<file path="src/rtl/wallace_mul_arbiter.sv">
// Round-robin front end that shares one combinational 16x16 Wallace multiplier
// among NREQ valid/ready requesters through a two-stage operand/result pipeline.
`timescale 1ns/1ps

module wallace_mul16 (
  input  logic [15:0] i_a,
  input  logic [15:0] i_b,
  output logic [31:0] o_p
);

  // Row-wise carry-save reduction: 16 -> 11 -> 8 -> 6 -> 4 -> 3 -> 2 rows.
  function automatic logic [31:0] wallace(input logic [15:0] a, input logic [15:0] b);
    logic [31:0] rows [16];
    logic [31:0] nxt  [16];
    int cnt;
    int ncnt;
    int grp;
    for (int i = 0; i < 16; i++) rows[i] = b[i] ? (32'(a) << i) : 32'd0;
    cnt = 16;
    for (int lvl = 0; lvl < 6; lvl++) begin
      for (int i = 0; i < 16; i++) nxt[i] = 32'd0;
      ncnt = 0;
      grp  = cnt / 3;
      for (int g = 0; g < 5; g++) begin
        if (g < grp) begin
          nxt[ncnt]     = rows[3*g] ^ rows[3*g+1] ^ rows[3*g+2];
          nxt[ncnt + 1] = ((rows[3*g] & rows[3*g+1]) | (rows[3*g] & rows[3*g+2]) |
                           (rows[3*g+1] & rows[3*g+2])) << 1;
          ncnt += 2;
        end
      end
      for (int r = 0; r < 16; r++) begin
        if (r >= 3 * grp && r < cnt) begin
          nxt[ncnt] = rows[r];
          ncnt++;
        end
      end
      rows = nxt;
      cnt  = ncnt;
    end
    return rows[0] + rows[1];
  endfunction

  assign o_p = wallace(i_a, i_b);

endmodule

module wallace_mul_arbiter #(
  parameter int NREQ = 4,
  parameter int N    = 16,
  parameter int IDW  = $clog2(NREQ)
) (
  input  logic                 clk,
  input  logic                 rst,
  input  logic [NREQ-1:0]      req_valid,
  input  logic [NREQ*N-1:0]    req_a,
  input  logic [NREQ*N-1:0]    req_b,
  output logic [NREQ-1:0]      req_ready,
  output logic                 resp_valid,
  input  logic                 resp_ready,
  output logic [IDW-1:0]       resp_id,
  output logic [2*N-1:0]       resp_product,
  output logic                 busy
);

  logic           r_s1_valid;
  logic [IDW-1:0] r_s1_id;
  logic [N-1:0]   r_s1_a;
  logic [N-1:0]   r_s1_b;
  logic           r_resp_valid;
  logic [IDW-1:0] r_resp_id;
  logic [2*N-1:0] r_resp_product;
  logic [IDW-1:0] r_rr_ptr;

  logic           w_s2_free;
  logic           w_s1_adv;
  logic           w_accept_ok;
  logic           w_accept;
  logic           w_any;
  logic [IDW-1:0] w_win;
  logic [IDW-1:0] w_ptr_next;
  logic [2*N-1:0] w_product;

  assign w_s2_free   = !r_resp_valid || resp_ready;
  assign w_s1_adv    = r_s1_valid && w_s2_free;
  // Grants are masked while rst is held so they drop together with the pipeline.
  assign w_accept_ok = (!r_s1_valid || w_s1_adv) && !rst;

  // NOTE: every variable written in always_comb gets a default first, so no
  // path through the block leaves it unassigned and no latch is inferred.
  always_comb begin
    w_any = 1'b0;
    w_win = '0;
    for (int k = 0; k < NREQ; k++) begin
      if (!w_any && req_valid[(int'(r_rr_ptr) + k) % NREQ]) begin
        w_any = 1'b1;
        w_win = IDW'((int'(r_rr_ptr) + k) % NREQ);
      end
    end
  end

  assign req_ready  = (w_any && w_accept_ok) ? (NREQ'(1) << w_win) : '0;
  assign w_accept   = |(req_valid & req_ready);
  assign w_ptr_next = (w_win == IDW'(NREQ - 1)) ? '0 : w_win + IDW'(1);

  wallace_mul16 u_core (
    .i_a (r_s1_a),
    .i_b (r_s1_b),
    .o_p (w_product)
  );

  // NOTE: state uses non-blocking assignments so every register samples the
  // pre-edge values and the order of statements inside the block is irrelevant.
  // NOTE: operand and product registers are reset as well, because their
  // values are visible on resp_id/resp_product straight out of reset.
  always_ff @(posedge clk or posedge rst) begin
    if (rst) begin
      r_s1_valid     <= 1'b0;
      r_s1_id        <= '0;
      r_s1_a         <= '0;
      r_s1_b         <= '0;
      r_resp_valid   <= 1'b0;
      r_resp_id      <= '0;
      r_resp_product <= '0;
      r_rr_ptr       <= '0;
    end else begin
      if (w_accept) begin
        r_s1_valid <= 1'b1;
        r_s1_id    <= w_win;
        r_s1_a     <= req_a[w_win*N +: N];
        r_s1_b     <= req_b[w_win*N +: N];
        r_rr_ptr   <= w_ptr_next;
      end else if (w_s1_adv) begin
        r_s1_valid <= 1'b0;
      end

      if (w_s1_adv) begin
        r_resp_valid   <= 1'b1;
        r_resp_id      <= r_s1_id;
        r_resp_product <= w_product;
      end else if (r_resp_valid && resp_ready) begin
        r_resp_valid <= 1'b0;
      end
    end
  end

  assign resp_valid   = r_resp_valid;
  assign resp_id      = r_resp_id;
  assign resp_product = r_resp_product;
  assign busy         = r_s1_valid || r_resp_valid;

endmodule

</file>
<file path="config.mk">
export PLATFORM = sky130hd
export DESIGN_NAME = wallace_mul_arbiter
export DESIGN_NICKNAME = d
export VERILOG_FILES = /design/src/rtl/wallace_mul_arbiter.sv
export SDC_FILE = /design/constraint.sdc
export NUM_CORES = 1
export LEC_CHECK = 0
export CELL_PAD_IN_SITES_DETAIL_PLACEMENT = 1
export CELL_PAD_IN_SITES_GLOBAL_PLACEMENT = 1
export CORE_UTILIZATION = 45
export CTS_BUF_LIST = sky130_fd_sc_hd__clkbuf_2 sky130_fd_sc_hd__clkbuf_4 sky130_fd_sc_hd__clkbuf_8
export DETAILED_ROUTE_END_ITERATION = 12
export PLACE_DENSITY_LB_ADDON = 0.05
export SLEW_MARGIN = 30
export SYNTH_ARGS = -nofsm -noshare
export SYNTH_HDL_FRONTEND = slang
export SYNTH_HIERARCHICAL = 1
export SYNTH_SLANG_ARGS = --single-unit
</file>
<file path="constraint.sdc">
create_clock -name clk -period 6.9 [get_ports clk]
set_clock_uncertainty 0.15 [all_clocks]
set_input_delay 1.725 -clock clk [delete_from_list [all_inputs] [get_ports clk]]
set_output_delay 1.725 -clock clk [all_outputs]
set_load 0.01 [all_outputs]
</file>
==> impl_metrics.toml <==
[cts]
cts_buffer_depth = 2
ctsResizeCount = 0
cts_setup_buffers = 0
insertion_delay_ns = 0.37
ctsHoldBuffers = 0
cts.root.buffer_cell = "clkbuf_8"
clk_pin_slew_worst_paths_ns = 0.09
htreeDepth = 3
cts_buffers = 9
cts_tree = "done"
cts_sinks = 72

[synth]
synth_commonest_cells = "201 x fa_1, 174 x inv_1, 142 x and2_1"
synth_nets = 1582
synth_top_cell_by_area = "fa_1"
ys_seq_area_share_pct = 15.24
synthCells = 1167
yosysMostFrequentCell = "fa_1"
syn_avg_cell_area_um2 = 10.13
yosysWarnings = 6
synthTopCellsByArea = "fa_1 34%, dfrtp_1 15%, ha_1 8.4%"
synth_edf_count = 0
syn-cell-area_mm2 = 0.01183
yosysUniqueCellTypes = 60
ys_ff_latch = 72
synth-async-reset-ratio_pct = 100.0
yosysTopAreaCellShare_pct = 34.03
synth_ff_type = "dfrtp_1"

[setup_path]
critical_path.max_fanout = 17
cp.required_ns = 7.00
critPathMostFrequentCell = "fa_1"
worstSetupEndpointType = "register"
crit_family = "adder cells"
worstPathCellList = "and2_1 > fa_1 > inv_1 > fa_1 > inv_1 > fa_1 > fa_1 > ha_1 > ha_1 > ha_1 > fa_1 > a211oi_2 > o211ai_2 > and4_1 > a41o_1 > a311oi_2 > o21ai_1 > xor2_1 > mux2_2"
critPathLaunchType = "register"
cpPeakStageDelay_ns = 0.67
slowest_stage = "dfrtp_1"
path_class = "reg2reg"
reg2reg_setup_slack_ns = 0.35
reg2reg_depth = 19
worstSetupStartpoint = "r_s1_b[5]$_DFFE_PP0P_"
path_buf_inv = 2
rr_startpoint = "r_s1_b[5]$_DFFE_PP0P_"
crit_arrival_ns = 6.65
rr_endpoint = "resp_product[31]$_DFFE_PP0P_"

[drt]
post_drt_wl_per_cell_um = 20.64
drc_errors = 0
drtPass1Iterations = 4
vias_per_cell = 5.410
route.vias.total = 8867
drt_iter0_drc = 243
ant_nets = 0
wirelength_mm = 33.83

[placement]
hpwl_mm = 27.86
port_buffers = 174
place.gp.congestion = 0.8755

[flow_run]
maxCapViolCount = 0

[global_routing]
antenna_found_initial = 0
grt_max_degree = 65
gr-total-overflow = 0
grt_pass1_wl_mm = 54.90
grt_pass1_vias = 10320
grt_usage_pct = 26.92

[sta]
tightestPinTransition_ns = 0.9651
hold_viol = 0
setup_violations = 0
slew_headroom_pct = 35.43
rsz0062_at_grt = "no"
period_needed_ns = 6.555
fmax_ghz = 0.1526
setup_tns_ns = 0
drv_slew = 0
timing.final.crit_share_pct = 95.00

[hold_path]
hold_path_end = "resp_id[0]$_DFFE_PP0P_"
hold_depth = 2
hp-class = "reg2reg"
min_from = "resp_id[0]$_DFFE_PP0P_"

[floorplanning]
die_area_mm2 = 0.02693
start_util_pct = 46.42
die_width_um = 164.1
die_h_um = 164.1
row_count = 58
io-pin-count = 175
core-area_mm2 = 0.02547

[layout]
antenna_cells = 0
drive_above_1_share_pct = 8.556
area_delta_synth_final_pct = 18.26
nNetsFinal = 1719

[status]
status = "completed"
## routing by layer
layer	part of all wire, %	global-route usage (%)	vias up
met5	0	0	-
met4	1.7	6.103	0
met3	3.6	4.091	32
met2	51	47.74	211
met1	43	34.39	4618
li1	-	-	4006
## worst min-delay path, delay by kind of cell (launching register included)
kind	cells	cell delay [ns]
AO/OA/AOI/OAI	1	0.06
flip-flops	1	0.36
AND/OR/NAND/NOR	1	0.05
## how the worst max path moves through the flow
stage | to | cells after the start
floorplan | resp_product[31]$_DFFE_PP0P_ | 20
global placement | resp_product[31]$_DFFE_PP0P_ | 18
detailed placement | resp_product[31]$_DFFE_PP0P_ | 19
CTS | resp_product[31]$_DFFE_PP0P_ | 19
global route | resp_product[31]$_DFFE_PP0P_ | 19
finish | resp_product[31]$_DFFE_PP0P_ | 19
## cell usage in the layout (no fill, tap or decap), types with 3 or more instances in the layout
master,count
o21ai_1,4
nor2b_1,3
nand2b_1,3
o21ai_0,39
nand2_1,128
fa_1,201
o21a_1,4
a21o_1,12
mux2_2,33
o221ai_1,7
o221ai_2,26
ha_1,79
xor2_1,8
nand3_1,7
clkbuf_8,10
a21oi_1,18
clkinv_4,3
mux2i_1,64
buf_4,11
and2_1,142
nor2_1,13
a211oi_1,3
dfrtp_1,72
nand4_1,4
clkdlybuf4s50_1,174
and3_1,3
or2_2,4
a21boi_0,4
xnor2_1,15
inv_1,173
## sequential cells by signal, summed over array words and instances (netlist names)
signal and count:
r_s1_a 16, r_s1_valid 1, resp_valid 1, r_s1_b 16, resp_product 32, resp_id 2
r_rr_ptr 2, r_s1_id 2
## logic make-up (layout without fill, tap and decap cells)
| family | count (synthesis) | after routing | share of synthesized area [%] |
|---|---|---|---|
| simple gates | 318 | 318 | 13.90 |
| fa+ha+maj | 280 | 280 | 42.39 |
| buf+inv | 236 | 378 | 8.158 |
| compound gates | 139 | 139 | 9.861 |
| mux | 99 | 99 | 8.750 |
| flops | 72 | 72 | 15.24 |
| xor+xnor | 23 | 23 | 1.704 |
## metrics by stage
| stage | setup WS, ns | utilization (%) | instances | hold WS [ns] | instance area [µm²] |
|---|---|---|---|---|---|
| after global placement | 0.4821 | 54.15 | 1623 | 0.3210 | 13790 |
| after detailed placement | 0.3543 | 54.16 | 1623 | 0.3275 | 13800 |
| after global routing | 0.09603 | 54.90 | 1639 | 0.3744 | 13980 |
| after floorplan | 0.9845 | - | 1167 | 0.3041 | 11830 |
| after CTS | 0.3092 | 54.89 | 1639 | 0.3476 | 13980 |
| final | 0.3452 | 54.90 | 1639 | 0.3480 | 13980 |
## area by class of cell
cell class	instances	area, µm²
Clock buffer	11	145.1
Clock inverter	5	40.04
Fill cell	2864	11490
Inverter	176	663.1
Multi-Input combinational cell	859	9086
Sequential cell	72	1802
Tap cell	330	412.9
Timing Repair Buffer	186	1836
Power is not shown: default switching activity piles up to over one toggle a cycle in this logic, so the estimate is an artifact.
